===== src/rtl/pci_pkg.sv =====
// pci_pkg: shared definitions for the PCI target sequencer and its address decoder.
//   CMD_MEM_RD / CMD_MEM_WR : accepted bus commands (C/BE# during address phase)
//   STORAGE_WORDS           : number of words in the storage array behind this target
//   state_e                 : target sequencer states
package pci_pkg;

  localparam logic [3:0]  CMD_MEM_RD    = 4'b0110;
  localparam logic [3:0]  CMD_MEM_WR    = 4'b0111;
  localparam int unsigned STORAGE_WORDS = 3;
  localparam int unsigned COUNT_W       = 3;

  typedef enum logic [2:0] {
    StIdle,
    StDecode,
    StTurn,
    StData,
    StWait,
    StDone
  } state_e;

  function automatic logic is_valid_cmd(input logic [3:0] cmd);
    return (cmd == CMD_MEM_RD) || (cmd == CMD_MEM_WR);
  endfunction

endpackage


===== src/rtl/pci_target_ctrl_if.sv =====
// pci_target_ctrl_if: PCI pin and storage-side signals of the target sequencer.
//   PCI in   : frame_n, irdy_n, ad[31:0], cbe_n[3:0]
//   PCI out  : devsel_n, trdy_n, stop_n, ad_oe
//   Storage  : st_busy_n (in), st_f, st_addr[1:0], st_re, st_we, st_be[3:0] (out)
// Modports: master = bus initiator + storage environment, slave = the target sequencer.
interface pci_target_ctrl_if;

  logic        frame_n;
  logic        irdy_n;
  logic [31:0] ad;
  logic [3:0]  cbe_n;
  logic        st_busy_n;
  logic        devsel_n;
  logic        trdy_n;
  logic        stop_n;
  logic        ad_oe;
  logic        st_f;
  logic [1:0]  st_addr;
  logic        st_re;
  logic        st_we;
  logic [3:0]  st_be;

  modport master (
    output frame_n, irdy_n, ad, cbe_n, st_busy_n,
    input  devsel_n, trdy_n, stop_n, ad_oe, st_f, st_addr, st_re, st_we, st_be
  );

  modport slave (
    input  frame_n, irdy_n, ad, cbe_n, st_busy_n,
    output devsel_n, trdy_n, stop_n, ad_oe, st_f, st_addr, st_re, st_we, st_be
  );

endinterface


===== src/rtl/pci_addr_decode.sv =====
// pci_addr_decode: combinational address-phase decode.
//   i_ad_word[29:0] : AD[31:2] sampled during the address phase
//   o_hit           : address falls inside this target's window and names a real word
//   o_index[1:0]    : starting word index (AD[3:2])
module pci_addr_decode
  import pci_pkg::*;
#(
  parameter logic [31:0] BASE_ADDR = 32'h0000_0000
) (
  input  logic [29:0] i_ad_word,
  output logic        o_hit,
  output logic [1:0]  o_index
);

  logic w_base_match;
  logic w_word_valid;

  assign w_base_match = (i_ad_word[29:2] == BASE_ADDR[31:4]);
  // Only word indices that exist in storage are claimed (index 3 is a miss).
  assign w_word_valid = (32'(i_ad_word[1:0]) < STORAGE_WORDS);
  assign o_hit        = w_base_match && w_word_valid;
  assign o_index      = i_ad_word[1:0];

endmodule


===== src/rtl/pci_target_ctrl.sv =====
// pci_target_ctrl: PCI target sequencer in front of the three-word storage array.
//   clk, rst : system clock, asynchronous active-high reset
//   bus      : pci_target_ctrl_if.slave (PCI control lines in, DEVSEL#/TRDY#/STOP# out,
//              storage strobes out, storage ready in)
// Decodes memory read/write address phases, answers with medium DEVSEL#, inserts a
// turnaround cycle for reads, stalls on storage busy and disconnects after MAX_BURST
// data phases.
module pci_target_ctrl
  import pci_pkg::*;
#(
  parameter logic [31:0] BASE_ADDR = 32'h0000_0000,
  parameter int unsigned MAX_BURST = 6
) (
  input logic             clk,
  input logic             rst,
  pci_target_ctrl_if.slave bus
);

  localparam logic [COUNT_W-1:0] LastCount = COUNT_W'(MAX_BURST - 1);
  localparam logic [COUNT_W-1:0] CountMax  = '1;

  state_e             r_state, w_state_d;
  logic               r_frame_prev;
  logic               r_write, w_write_d;
  logic [1:0]         r_index, w_index_d;
  logic [COUNT_W-1:0] r_count, w_count_d;
  logic               r_disc, w_disc_d;

  logic r_devsel_n, w_devsel_n_d;
  logic r_trdy_n, w_trdy_n_d;
  logic r_stop_n, w_stop_n_d;
  logic r_ad_oe, w_ad_oe_d;
  logic r_st_f, w_st_f_d;

  logic       w_hit;
  logic [1:0] w_dec_index;
  logic       w_addr_phase;
  logic       w_xfer;
  logic       w_claim;

  pci_addr_decode #(
    .BASE_ADDR (BASE_ADDR)
  ) u_addr_decode (
    .i_ad_word (bus.ad[31:2]),
    .o_hit     (w_hit),
    .o_index   (w_dec_index)
  );

  // Address phase is the first edge with FRAME# low; r_frame_prev resets low so a FRAME#
  // already asserted when reset is released is never mistaken for a new address phase.
  assign w_addr_phase = !bus.frame_n && r_frame_prev;
  assign w_claim      = w_addr_phase && w_hit && is_valid_cmd(bus.cbe_n);
  assign w_xfer       = (r_state == StData) && !r_trdy_n && !bus.irdy_n;

  always_comb begin
    w_state_d = r_state;
    w_write_d = r_write;
    w_index_d = r_index;
    w_count_d = r_count;
    w_disc_d  = r_disc;

    unique case (r_state)
      StIdle: begin
        w_count_d = '0;
        w_disc_d  = 1'b0;
        if (w_claim) begin
          w_state_d = StDecode;
          w_write_d = (bus.cbe_n == CMD_MEM_WR);
          w_index_d = w_dec_index;
        end
      end
      StDecode: w_state_d = r_write ? StData : StTurn;
      StTurn:   w_state_d = StData;
      StData: begin
        if (r_disc) begin
          // Disconnect without data: hold STOP# until the master drops FRAME#.
          if (bus.frame_n) w_state_d = StDone;
        end else if (w_xfer) begin
          w_count_d = (r_count == CountMax) ? r_count : r_count + 1'b1;
          // A completing last phase wins over a storage stall.
          if (bus.frame_n) begin
            w_state_d = StDone;
          end else if (r_count == LastCount) begin
            w_disc_d = 1'b1;
          end else if (!bus.st_busy_n) begin
            w_state_d = StWait;
          end
        end else if (bus.frame_n && bus.irdy_n) begin
          w_state_d = StDone;
        end else if (!bus.st_busy_n) begin
          w_state_d = StWait;
        end
      end
      StWait: begin
        if (bus.frame_n && bus.irdy_n) begin
          w_state_d = StDone;
        end else if (bus.st_busy_n) begin
          w_state_d = StData;
        end
      end
      StDone:  w_state_d = StIdle;
      default: w_state_d = StIdle;
    endcase
  end

  // Pin outputs are decoded from the next state so they leave flops directly.
  always_comb begin
    w_devsel_n_d = 1'b1;
    w_st_f_d     = 1'b1;
    w_trdy_n_d   = 1'b1;
    w_stop_n_d   = 1'b1;
    w_ad_oe_d    = 1'b0;
    if ((w_state_d == StDecode) || (w_state_d == StTurn) ||
        (w_state_d == StData) || (w_state_d == StWait)) begin
      w_devsel_n_d = 1'b0;
      w_st_f_d     = 1'b0;
    end
    if (w_state_d == StData) begin
      w_trdy_n_d = w_disc_d;
      w_stop_n_d = !w_disc_d;
    end
    if (!w_write_d && ((w_state_d == StTurn) || (w_state_d == StData) ||
                       (w_state_d == StWait))) begin
      w_ad_oe_d = 1'b1;
    end
  end

  always_ff @(posedge clk or posedge rst) begin
    if (rst) begin
      r_state      <= StIdle;
      r_frame_prev <= 1'b0;
      r_write      <= 1'b0;
      r_index      <= 2'd0;
      r_count      <= '0;
      r_disc       <= 1'b0;
      r_devsel_n   <= 1'b1;
      r_trdy_n     <= 1'b1;
      r_stop_n     <= 1'b1;
      r_ad_oe      <= 1'b0;
      r_st_f       <= 1'b1;
    end else begin
      r_state      <= w_state_d;
      r_frame_prev <= bus.frame_n;
      r_write      <= w_write_d;
      r_index      <= w_index_d;
      r_count      <= w_count_d;
      r_disc       <= w_disc_d;
      r_devsel_n   <= w_devsel_n_d;
      r_trdy_n     <= w_trdy_n_d;
      r_stop_n     <= w_stop_n_d;
      r_ad_oe      <= w_ad_oe_d;
      r_st_f       <= w_st_f_d;
    end
  end

  assign bus.devsel_n = r_devsel_n;
  assign bus.trdy_n   = r_trdy_n;
  assign bus.stop_n   = r_stop_n;
  assign bus.ad_oe    = r_ad_oe;
  assign bus.st_f     = r_st_f;
  assign bus.st_addr  = r_index;

  // Strobes qualify the registered TRDY# with this cycle's IRDY# so storage captures on
  // the same edge the PCI data phase completes.
  assign bus.st_we = w_xfer && r_write;
  assign bus.st_re = w_xfer && !r_write;
  assign bus.st_be = w_xfer ? ~bus.cbe_n : 4'b0000;

endmodule


===== src/flat_wrapper.sv =====
// flat-port wrapper written by rule: the top's interface ports become plain ports
module pci_target_ctrl_flat import pci_pkg::*;
#(
  parameter logic [31:0] BASE_ADDR = 32'h0000_0000,
  parameter int unsigned MAX_BURST = 6
)
  (clk, rst, bus_frame_n, bus_irdy_n, bus_ad, bus_cbe_n, bus_st_busy_n, bus_devsel_n, bus_trdy_n, bus_stop_n, bus_ad_oe, bus_st_f, bus_st_addr, bus_st_re, bus_st_we, bus_st_be);
  pci_target_ctrl_if bus_i ();
  input logic clk;
  input logic rst;
  input wire logic [$bits(bus_i.frame_n)-1:0] bus_frame_n;
  input wire logic [$bits(bus_i.irdy_n)-1:0] bus_irdy_n;
  input wire logic [$bits(bus_i.ad)-1:0] bus_ad;
  input wire logic [$bits(bus_i.cbe_n)-1:0] bus_cbe_n;
  input wire logic [$bits(bus_i.st_busy_n)-1:0] bus_st_busy_n;
  output wire logic [$bits(bus_i.devsel_n)-1:0] bus_devsel_n;
  output wire logic [$bits(bus_i.trdy_n)-1:0] bus_trdy_n;
  output wire logic [$bits(bus_i.stop_n)-1:0] bus_stop_n;
  output wire logic [$bits(bus_i.ad_oe)-1:0] bus_ad_oe;
  output wire logic [$bits(bus_i.st_f)-1:0] bus_st_f;
  output wire logic [$bits(bus_i.st_addr)-1:0] bus_st_addr;
  output wire logic [$bits(bus_i.st_re)-1:0] bus_st_re;
  output wire logic [$bits(bus_i.st_we)-1:0] bus_st_we;
  output wire logic [$bits(bus_i.st_be)-1:0] bus_st_be;
  assign bus_i.frame_n = bus_frame_n;
  assign bus_i.irdy_n = bus_irdy_n;
  assign bus_i.ad = bus_ad;
  assign bus_i.cbe_n = bus_cbe_n;
  assign bus_i.st_busy_n = bus_st_busy_n;
  assign bus_devsel_n = bus_i.devsel_n;
  assign bus_trdy_n = bus_i.trdy_n;
  assign bus_stop_n = bus_i.stop_n;
  assign bus_ad_oe = bus_i.ad_oe;
  assign bus_st_f = bus_i.st_f;
  assign bus_st_addr = bus_i.st_addr;
  assign bus_st_re = bus_i.st_re;
  assign bus_st_we = bus_i.st_we;
  assign bus_st_be = bus_i.st_be;
  pci_target_ctrl #(.BASE_ADDR(BASE_ADDR), .MAX_BURST(MAX_BURST)) u_core (.clk(clk), .rst(rst), .bus(bus_i));
endmodule

===== config.mk =====
export PLATFORM = sky130hd
export DESIGN_NAME = pci_target_ctrl_flat
export DESIGN_NICKNAME = d
export VERILOG_FILES = /design/src/rtl/pci_pkg.sv /design/src/rtl/pci_target_ctrl_if.sv /design/src/rtl/pci_addr_decode.sv /design/src/rtl/pci_target_ctrl.sv /design/src/flat_wrapper.sv
export SDC_FILE = /design/constraint.sdc
export NUM_CORES = 1
export LEC_CHECK = 0
export ABC_AREA = 1
export BUFFER_PORTS_ARGS = -buffer_cell sky130_fd_sc_hd__buf_2
export CORE_UTILIZATION = 44
export CTS_CLUSTER_DIAMETER = 120
export DETAILED_ROUTE_END_ITERATION = 8
export PLACE_DENSITY = 0.79
export REMOVE_ABC_BUFFERS = 1
export SLEW_MARGIN = 20
export SYNTH_ARGS = -nofsm -noshare
export SYNTH_HDL_FRONTEND = slang
export SYNTH_HIERARCHICAL = 1
export SYNTH_SLANG_ARGS = --single-unit

===== constraint.sdc =====
create_clock -name clk -period 1.65 [get_ports clk]
set_input_delay 0.495 -clock clk [delete_from_list [all_inputs] [get_ports clk]]
set_output_delay 0.495 -clock clk [all_outputs]
set_load 0.02 [all_outputs]

==> run_summary.xml, run 1 <==
<?xml version="1.0" encoding="UTF-8"?>
<metrics>
  <group name="status">
    <metric name="run_status" unit="">complete, but fails checks</metric>
    <metric name="violations_in_the_final_reports" unit="">setup timing</metric>
  </group>
  <group name="placed_design">
    <metric name="placer_congestion" unit="">0.8583</metric>
    <metric name="placement.setup.worst_slack" unit="ns">-0.2711</metric>
    <metric name="dp_hpwl" unit="µm">2026</metric>
    <metric name="buffer_ports.inserted" unit="">51</metric>
    <metric name="placed_area" unit="µm²">1340</metric>
  </group>
  <group name="die">
    <metric name="die-width" unit="µm">49.82</metric>
    <metric name="core_region" unit="µm²">2062</metric>
    <metric name="floorplan.rows" unit="">16</metric>
    <metric name="die_y" unit="µm">49.82</metric>
    <metric name="floorplan.initialDensity" unit="">0.4879</metric>
    <metric name="die_area" unit="µm²">2482</metric>
    <metric name="num_io_pins" unit="">54</metric>
  </group>
  <group name="drt">
    <metric name="drtIter0Drc" unit="">36</metric>
    <metric name="routed-via-count" unit="">1174</metric>
    <metric name="drt.antenna.violating_nets" unit="">0</metric>
    <metric name="detailed_route_wire_length" unit="µm">2674</metric>
    <metric name="drt_pass1_iterations" unit="">4</metric>
    <metric name="drc" unit="">0</metric>
    <metric name="post_drt_via_cell_ratio" unit="">4.792</metric>
    <metric name="post_drt_wl_per_cell" unit="µm">10.91</metric>
  </group>
  <group name="pwr">
    <metric name="cellPowerDensity" unit="nW/µm²">1118</metric>
    <metric name="vdd_drop_max" unit="V">0.001046</metric>
    <metric name="power" unit="mW">1.679</metric>
    <metric name="p_leak" unit="nW">0.8454</metric>
  </group>
  <group name="layout">
    <metric name="register_area" unit="µm²">381.6</metric>
    <metric name="multi_input_area" unit="µm²">580.6</metric>
    <metric name="final_nets" unit="">263</metric>
    <metric name="final_layout_size_suffix_gt1_frac" unit="">0.4450</metric>
    <metric name="fillers" unit="">161</metric>
    <metric name="flow.area_growth_from_synthesis" unit="%">49.38</metric>
    <metric name="antenna-diode-count" unit="">0</metric>
    <metric name="final_area" unit="µm²">1503</metric>
  </group>
  <group name="sta">
    <metric name="clock-skew-final" unit="ns">0.002320</metric>
    <metric name="grt_setup_unrepaired" unit="">true</metric>
    <metric name="highest_clock_rate" unit="MHz">580.9</metric>
    <metric name="finalWorstPathRequiredPeriod" unit="ns">1.721</metric>
    <metric name="finalHoldViolCount" unit="">0</metric>
    <metric name="period_share" unit="">1.043</metric>
    <metric name="relSlewSlack" unit="">0.6470</metric>
    <metric name="final_setup_slack_of_the_worst_path" unit="ns">-0.07141</metric>
    <metric name="setup_violations_final" unit="">6</metric>
    <metric name="finalMaxSlewViolations" unit="">0</metric>
    <metric name="tightest_slew" unit="ns">0.5289</metric>
    <metric name="sum_of_negative_setup_slack" unit="ns">-0.3267</metric>
  </group>
  <group name="critical_path">
    <metric name="timing.critical_path.fanout_max" unit="">7</metric>
    <metric name="cp-start-kind" unit="">flop</metric>
    <metric name="crit_start" unit="">u_core/r_state[0]$_DFF_PP0_</metric>
    <metric name="timing.critical_path.cells" unit="">nand2_2 &gt; nor2_4 &gt; nand2_4 &gt; nor2_2 &gt; buf_6</metric>
    <metric name="critical_path.endpoint_type" unit="">output pin</metric>
    <metric name="worst_ep_arrival_time" unit="ns">1.23</metric>
    <metric name="cp_data_required_time" unit="ns">1.15</metric>
    <metric name="critPathMaxStageDelay" unit="ns">0.39</metric>
    <metric name="cp_slowest_cell" unit="">sky130_fd_sc_hd__dfrtp_2</metric>
    <metric name="worstReg2RegStart" unit="">u_core/bus.trdy_n$_DFF_PP1_</metric>
    <metric name="worst-setup-path-type" unit="">reg -&gt; out</metric>
  </group>
  <group name="job">
    <metric name="max-cap-violations" unit="">0</metric>
  </group>
  <group name="yosys">
    <metric name="synth_top_cells_by_area" unit="">sky130_fd_sc_hd__dfrtp_1 30%, sky130_fd_sc_hd__nand2_1 17%, sky130_fd_sc_hd__nor2_1 12%</metric>
    <metric name="yosys_most_used_dff" unit="">sky130_fd_sc_hd__dfrtp_1</metric>
    <metric name="synth.most_common_cell" unit="">sky130_fd_sc_hd__nand2_1</metric>
    <metric name="synthesis.yosys.warnings" unit="">6</metric>
    <metric name="synth-async-reset-ratio" unit="">1.000</metric>
    <metric name="yosysTopAreaCell" unit="">sky130_fd_sc_hd__dfrtp_1</metric>
    <metric name="netlist-cell-type-count" unit="">20</metric>
    <metric name="number_of_enable_flip_flop_cells_after_synthesis" unit="">0</metric>
    <metric name="synthCells" unit="">152</metric>
    <metric name="register_bit_total_from_synthesis" unit="">15</metric>
    <metric name="syn_area_per_cell" unit="µm²">6.618</metric>
    <metric name="seq_area_frac_synth" unit="">0.3769</metric>
    <metric name="syn-cell-area" unit="µm²">1006</metric>
    <metric name="fraction_of_post_synthesis_cell_area_in_the_top_cell_type_by_area" unit="">0.2985</metric>
    <metric name="commonest_cells_in_the_netlist" unit="">45 x sky130_fd_sc_hd__nand2_1, 31 x sky130_fd_sc_hd__nor2_1, 21 x sky130_fd_sc_hd__inv_1, 12 x sky130_fd_sc_hd__dfrtp_1, 10 x sky130_fd_sc_hd__nand3_1</metric>
  </group>
  <group name="grt">
    <metric name="grt_util_all_layers" unit="">0.2194</metric>
    <metric name="number_of_antenna_violations_at_the_first_check_in_global_routing" unit="">0</metric>
    <metric name="largest_net_degree_at_the_start_of_global_routing" unit="">16</metric>
    <metric name="grt_pass1_vias" unit="">1026</metric>
    <metric name="grt_remaining_overflow" unit="">0</metric>
    <metric name="first_pass_grt_wire_length" unit="µm">4084</metric>
  </group>
  <group name="clock_tree">
    <metric name="clkSinkCount" unit="">15</metric>
    <metric name="ctsLongestPathBuffers" unit="">2</metric>
    <metric name="hold_buffers" unit="">0</metric>
    <metric name="tritoncts" unit="">built</metric>
    <metric name="clk_latency" unit="ns">0.27</metric>
    <metric name="clkSlewWorstSetupHoldPaths" unit="ns">0.08</metric>
    <metric name="clock-root-buffer" unit="">sky130_fd_sc_hd__clkbuf_4</metric>
    <metric name="numCtsBuffers" unit="">3</metric>
    <metric name="count_of_h_tree_levels_built_during_cts" unit="">1</metric>
  </group>
  <group name="min_path">
    <metric name="hold_path.class" unit="">in -&gt; async</metric>
  </group>
</metrics>
-- worst max-delay path: cells and delay by family (launching register included) --
kind          cells  cell delay (ns)
flops             1             0.39
simple gates      4             0.43
buf+inv           1             0.13
-- worst paths after layout --
| check | slack [ns] | end | depth (start not counted) |
|---|---|---|---|
| setup / recovery | -0.07 | bus_st_be[1] | 5 |
| hold / removal | 0.25 | u_core/r_count[0]$_DFFE_PP0P_ | 2 |
| setup reg to reg | 0.03 | u_core/bus.st_f$_DFF_PP1_ | 13 |
| hold reg to reg | 0.50 | u_core/bus.st_addr[0]$_DFFE_PP0P_ | 2 |
| max in group asynchronous | 1.02 | u_core/r_state[1]$_DFF_PP0_ | 2 |
| min in group clk | 0.48 | u_core/r_frame_prev$_DFF_PP0_ | 2 |
-- area by class of cell --
class,instances,area share
inverter,21,0.05246
tap,27,0.02248
timing repair buffer,66,0.2673
multi-input combinational,112,0.3863
clock buffer,4,0.01749
sequential,15,0.2540
-- cell families after synthesis --
logic type / synth area share
buffers and inverters: 0.1082
DFF: 0.3769
AOI/OAI and AO/OA: 0.06966
and+or+nand+nor: 0.4079
adders and majority gates: 0.03732
-- power by group --
| group | switching, mW | internal (mW) |
|---|---|---|
| logic | 0.584 | 0.379 |
| registers | 0.0589 | 0.466 |
| clock network | 0.0990 | 0.0936 |
-- routing by layer --
layer  GRT usage  part of all wire
met1      0.2442              0.39
met2      0.4167              0.52
met3     0.01543             0.081
met4      0.1000            0.0071
met5           0                 0
-- flip-flops by register name (all words and copies together), names as in the netlist --
signal / cells
u_core/bus.ad_oe: 1
u_core/bus.trdy_n: 1
u_core/bus.st_addr: 2
u_core/r_count: 3
u_core/r_write: 1
u_core/r_frame_prev: 1
u_core/bus.st_f: 1
u_core/r_state: 3
u_core/bus.stop_n: 1
u_core/r_disc: 1
-- stage by stage --
step                std cells    util  hold WS, ns
global placement          236  0.6499       0.4599
finish                    245  0.7288       0.2473
global route              245  0.7288       0.2767
CTS                       245  0.6936       0.2591
floorplan                 148       -       0.3943
detailed placement        236  0.6499       0.4600
-- timing repair --
| action | 4_1_cts | 5_1_grt |
|---|---|---|
| pin swaps | 0 | 2 |
| gates cloned | 0 | 0 |
| resized for setup | 11 | 22 |
| setup endpoints to repair | 6 | 14 |
| buffers inserted | 5 | 0 |
-- cells in the final DEF (no fill, tap or decap), types with 5 or more instances in the layout --
| master | n |
|---|---|
| sky130_fd_sc_hd__buf_4 | 16 |
| sky130_fd_sc_hd__nor2_1 | 20 |
| sky130_fd_sc_hd__o21ai_0 | 5 |
| sky130_fd_sc_hd__buf_2 | 45 |
| sky130_fd_sc_hd__buf_6 | 5 |
| sky130_fd_sc_hd__nand3_1 | 8 |
| sky130_fd_sc_hd__inv_1 | 19 |
| sky130_fd_sc_hd__nor2_2 | 8 |
| sky130_fd_sc_hd__dfrtp_1 | 10 |
| sky130_fd_sc_hd__nand2_1 | 45 |
No activity file was read; power rests on OpenSTA's default activity.
==> inputs of run 2 (changes only) <==
--- a/config.mk
+++ b/config.mk
@@ -5,12 +5,11 @@
 export SDC_FILE = /design/constraint.sdc
 export NUM_CORES = 1
 export LEC_CHECK = 0
-export ABC_AREA = 1
 export BUFFER_PORTS_ARGS = -buffer_cell sky130_fd_sc_hd__buf_2
-export CORE_UTILIZATION = 44
+export CORE_UTILIZATION = 42
 export CTS_CLUSTER_DIAMETER = 120
 export DETAILED_ROUTE_END_ITERATION = 8
-export PLACE_DENSITY = 0.79
+export PLACE_DENSITY = 0.77
 export REMOVE_ABC_BUFFERS = 1
 export SLEW_MARGIN = 20
 export SYNTH_ARGS = -nofsm -noshare
==> run 2 against run 1 <==
The flow still finishes with violations (setup timing). Worst setup slack worse by 0.32 ns. Non-clock buffer count did not move. Final cell count decreased by 22%. Critical endpoint unchanged.
==> run_summary.xml, run 2 <==
<?xml version="1.0" encoding="UTF-8"?>
<metrics>
  <group name="layout">
    <metric name="final_nets" unit="">210</metric>
    <metric name="mostFrequentLayoutCells" unit="">37 x sky130_fd_sc_hd__buf_2, 19 x sky130_fd_sc_hd__buf_4, 12 x sky130_fd_sc_hd__dfrtp_1, 10 x sky130_fd_sc_hd__buf_6, 9 x sky130_fd_sc_hd__nor2_1</metric>
    <metric name="utilization" unit="">0.7562</metric>
    <metric name="flow.area_growth_from_synthesis" unit="%">65.81</metric>
    <metric name="most_frequent_standard_cell_in_the_layout_excluding_fill_and_tap_cells" unit="">sky130_fd_sc_hd__buf_2</metric>
    <metric name="antenna-diode-count" unit="">0</metric>
    <metric name="fillers" unit="">140</metric>
    <metric name="final_layout_size_suffix_gt1_frac" unit="">0.6000</metric>
  </group>
  <group name="die">
    <metric name="core_region" unit="µm²">2022</metric>
    <metric name="floorplan.rows" unit="">16</metric>
    <metric name="die_area" unit="µm²">2387</metric>
    <metric name="die-width" unit="µm">48.86</metric>
    <metric name="die_y" unit="µm">48.86</metric>
    <metric name="num_io_pins" unit="">54</metric>
    <metric name="floorplan.initialDensity" unit="">0.4561</metric>
  </group>
  <group name="critical_path">
    <metric name="critical_path.endpoint_type" unit="">output pin</metric>
    <metric name="worst-setup-path-type" unit="">reg -&gt; out</metric>
    <metric name="cp_slowest_cell" unit="">sky130_fd_sc_hd__or3_4</metric>
    <metric name="worst_ep_arrival_time" unit="ns">1.54</metric>
    <metric name="timing.critical_path.cells" unit="">nand3b_4 &gt; or3_4 &gt; nor2_1 &gt; buf_4</metric>
    <metric name="timing.critical_path.fanout_max" unit="">6</metric>
    <metric name="cp-start-kind" unit="">flop</metric>
    <metric name="regToRegEndpoint" unit="">u_core/bus.ad_oe$_DFF_PP0_</metric>
    <metric name="cp_top_family" unit="">simple AND/OR/NAND/NOR gates</metric>
    <metric name="worstReg2RegStart" unit="">u_core/r_state[0]$_DFF_PP0_</metric>
    <metric name="cp_data_required_time" unit="ns">1.15</metric>
    <metric name="setup.reg_to_reg.worst_slack" unit="ns">-0.06</metric>
    <metric name="critical_path.n_buffers_inverters" unit="">1</metric>
    <metric name="reg2reg_path_depth" unit="">6</metric>
    <metric name="critPathMaxStageDelay" unit="ns">0.40</metric>
  </group>
  <group name="yosys">
    <metric name="synth.most_common_cell" unit="">sky130_fd_sc_hd__nor2_1</metric>
    <metric name="synth_xor_xnor_area_share" unit="">0</metric>
    <metric name="synthCells" unit="">100</metric>
    <metric name="synthAdderAreaFrac" unit="">0.04071</metric>
    <metric name="commonest_cells_in_the_netlist" unit="">13 x sky130_fd_sc_hd__nor2_1, 12 x sky130_fd_sc_hd__dfrtp_1, 7 x sky130_fd_sc_hd__inv_1, 7 x sky130_fd_sc_hd__nand2_1, 6 x sky130_fd_sc_hd__nor4_1</metric>
    <metric name="seq_area_frac_synth" unit="">0.4111</metric>
    <metric name="netlist-cell-type-count" unit="">37</metric>
    <metric name="synthSimpleGateAreaFrac" unit="">0.3148</metric>
    <metric name="syn_area_per_cell" unit="µm²">9.221</metric>
    <metric name="fraction_of_post_synthesis_cell_area_in_the_top_cell_type_by_area" unit="">0.3256</metric>
    <metric name="yosys_most_used_dff" unit="">sky130_fd_sc_hd__dfrtp_1</metric>
    <metric name="synth_top_cells_by_area" unit="">sky130_fd_sc_hd__dfrtp_1 33%, sky130_fd_sc_hd__dfstp_2 8.5%, sky130_fd_sc_hd__nor2_1 5.3%</metric>
    <metric name="register_bit_total_from_synthesis" unit="">15</metric>
    <metric name="synthesis.yosys.warnings" unit="">6</metric>
    <metric name="compound_gate_portion_of_the_synthesized_area" unit="">0.1398</metric>
    <metric name="yosysTopAreaCell" unit="">sky130_fd_sc_hd__dfrtp_1</metric>
    <metric name="largest_family_of_logic_cells_by_synthesized_area" unit="">simple AND/OR/NAND/NOR gates</metric>
    <metric name="synthMuxAreaShare" unit="">0.02442</metric>
    <metric name="number_of_enable_flip_flop_cells_after_synthesis" unit="">0</metric>
    <metric name="syn-cell-area" unit="µm²">922.1</metric>
    <metric name="synth-async-reset-ratio" unit="">1.000</metric>
  </group>
  <group name="clock_tree">
    <metric name="numCtsBuffers" unit="">3</metric>
    <metric name="tritoncts" unit="">built</metric>
    <metric name="hold_buffers" unit="">0</metric>
    <metric name="ctsLongestPathBuffers" unit="">2</metric>
    <metric name="clkSlewWorstSetupHoldPaths" unit="ns">0.09</metric>
    <metric name="count_of_h_tree_levels_built_during_cts" unit="">1</metric>
    <metric name="clk_latency" unit="ns">0.29</metric>
    <metric name="clock-root-buffer" unit="">sky130_fd_sc_hd__clkbuf_4</metric>
    <metric name="clkSinkCount" unit="">15</metric>
  </group>
  <group name="drt">
    <metric name="drtIter0Drc" unit="">13</metric>
    <metric name="post_drt_via_cell_ratio" unit="">5.599</metric>
    <metric name="drt_pass1_iterations" unit="">4</metric>
    <metric name="drc" unit="">0</metric>
    <metric name="detailed_route_wire_length" unit="µm">3225</metric>
    <metric name="routed-via-count" unit="">1075</metric>
    <metric name="drt.antenna.violating_nets" unit="">0</metric>
    <metric name="post_drt_wl_per_cell" unit="µm">16.80</metric>
  </group>
  <group name="sta">
    <metric name="relSlewSlack" unit="">0.6256</metric>
    <metric name="finalMaxSlewViolations" unit="">0</metric>
    <metric name="clock-skew-final" unit="ns">0.009739</metric>
    <metric name="final_setup_slack_of_the_worst_path" unit="ns">-0.3872</metric>
    <metric name="finalWorstPathRequiredPeriod" unit="ns">2.037</metric>
    <metric name="period_share" unit="">1.235</metric>
    <metric name="grt_setup_unrepaired" unit="">true</metric>
    <metric name="hold_slack" unit="ns">0.2402</metric>
    <metric name="tightest_slew" unit="ns">0.5610</metric>
    <metric name="finalHoldViolCount" unit="">0</metric>
    <metric name="highest_clock_rate" unit="MHz">490.9</metric>
    <metric name="setup_violations_final" unit="">13</metric>
  </group>
  <group name="grt">
    <metric name="grt_remaining_overflow" unit="">0</metric>
    <metric name="grt_util_all_layers" unit="">0.2172</metric>
    <metric name="first_pass_grt_wire_length" unit="µm">3933</metric>
    <metric name="largest_net_degree_at_the_start_of_global_routing" unit="">16</metric>
    <metric name="grt_pass1_vias" unit="">963</metric>
    <metric name="use_met2" unit="">0.4051</metric>
    <metric name="met1_track_demand_over_resource_in_global_routing" unit="">0.2294</metric>
    <metric name="grt.busiest_layer" unit="">met2</metric>
    <metric name="grt_util_met3" unit="">0.04050</metric>
    <metric name="number_of_antenna_violations_at_the_first_check_in_global_routing" unit="">0</metric>
  </group>
  <group name="placed_design">
    <metric name="placer_congestion" unit="">0.7866</metric>
    <metric name="buffer_ports.inserted" unit="">51</metric>
    <metric name="dp_hpwl" unit="µm">1890</metric>
  </group>
  <group name="job">
    <metric name="max-cap-violations" unit="">0</metric>
  </group>
  <group name="pwr">
    <metric name="internal-power" unit="mW">1.117</metric>
    <metric name="power_frac_seq" unit="">0.286</metric>
    <metric name="switching_share" unit="">0.4025</metric>
    <metric name="power.switching" unit="mW">0.7521</metric>
    <metric name="vdd_drop_max" unit="V">0.001410</metric>
    <metric name="cellPowerDensity" unit="nW/µm²">1222</metric>
    <metric name="clkPwrFrac" unit="">0.111</metric>
    <metric name="power.share.combinational" unit="">0.603</metric>
    <metric name="p_leak" unit="nW">0.7537</metric>
  </group>
  <group name="status">
    <metric name="run_status" unit="">complete, but fails checks</metric>
    <metric name="violations_in_the_final_reports" unit="">setup timing</metric>
  </group>
  <group name="min_path">
    <metric name="hold_path.class" unit="">in -&gt; async</metric>
  </group>
</metrics>
## run 2: cell types whose count changed after synthesis, moves of 2 or more
cell	previous run	this run
sky130_fd_sc_hd__nand2_2	4	0
sky130_fd_sc_hd__nor2_1	31	13
sky130_fd_sc_hd__nand3b_1	0	2
sky130_fd_sc_hd__o21ai_0	5	2
sky130_fd_sc_hd__nand2b_1	0	2
sky130_fd_sc_hd__a21oi_1	2	5
sky130_fd_sc_hd__nor4_1	0	6
sky130_fd_sc_hd__inv_1	21	7
sky130_fd_sc_hd__mux2_2	0	2
sky130_fd_sc_hd__nand3_1	10	1
sky130_fd_sc_hd__a21o_1	0	2
sky130_fd_sc_hd__nand2_1	45	7
sky130_fd_sc_hd__nor2b_1	0	3
## run 2: logic make-up after synthesis
kind of cell / after synthesis
muxes: 2
and+or+nand+nor: 50
buffers and inverters: 12
adders and majority gates: 3
AOI/OAI and AO/OA: 18
DFF: 15
## run 2: final cells by class
class                      count  area, µm²  share of cell area
clock buffer                   3      22.52             0.01473
clock inverter                 1      5.005            0.003273
inverter                       7      26.28             0.01718
multi-input combinational     73      621.8              0.4067
sequential                    15      379.1              0.2480
tap                           27      33.78             0.02209
timing repair buffer          66      440.4              0.2881
## run 2: per-layer routing
layer / wire length (µm) / share of wire
met5: 0 / 0
met4: 166 / 0.051
met3: 204 / 0.063
met2: 1741 / 0.54
met1: 1113 / 0.35
## run 2: power by group through the flow
stage                     sequential, mW  clock [mW]  combinational, mW
after floorplan                    0.607           0              0.430
after global placement             0.529           0              0.860
after detailed placement           0.535           0              0.888
after CTS                          0.540       0.219              0.914
after global routing               0.542       0.239               1.21
final                              0.534       0.208               1.13
## run 2: metrics by stage
stage	power, mW	std cells	setup WS, ns	cell area (µm²)	setup TNS, ns
floorplan	1.037	95	-0.2566	884.6	-1.851
global placement	1.389	185	-0.3337	1264	-3.106
detailed placement	1.423	185	-0.3750	1264	-3.442
CTS	1.673	189	-0.3814	1343	-2.222
global route	1.987	192	-0.4374	1529	-3.126
finish	1.869	192	-0.3872	1529	-2.679
## run 2: what timing repair did
item / 4_1_cts / 5_1_grt
resized for setup: 16 / 30
setup buffers: 0 / 3
endpoints found under the setup margin: 10 / 16
pin swaps: 6 / 10
## run 2: how the worst max path moves through the flow
stage,start,endpoint,cells after the start
floorplan,u_core/r_state[2]$_DFF_PP0_,bus_st_be[0],3
global placement,bus_ad[5],u_core/bus.st_addr[1]$_DFFE_PP0P_,7
detailed placement,bus_ad[20],u_core/bus.st_addr[0]$_DFFE_PP0P_,7
CTS,u_core/r_state[2]$_DFF_PP0_,bus_st_re,4
global route,u_core/r_state[2]$_DFF_PP0_,bus_st_be[3],4
finish,u_core/r_state[2]$_DFF_PP0_,bus_st_be[1],4
## run 2: worst reg2reg max path: stages, from the launching register on
cell and delay, ns:
sky130_fd_sc_hd__dfrtp_1 0.41, sky130_fd_sc_hd__buf_4 0.18, sky130_fd_sc_hd__or4bb_1 0.49, sky130_fd_sc_hd__o221a_1 0.14, sky130_fd_sc_hd__o211ai_2 0.12, sky130_fd_sc_hd__nor2_1 0.07
sky130_fd_sc_hd__o21ba_1 0.17
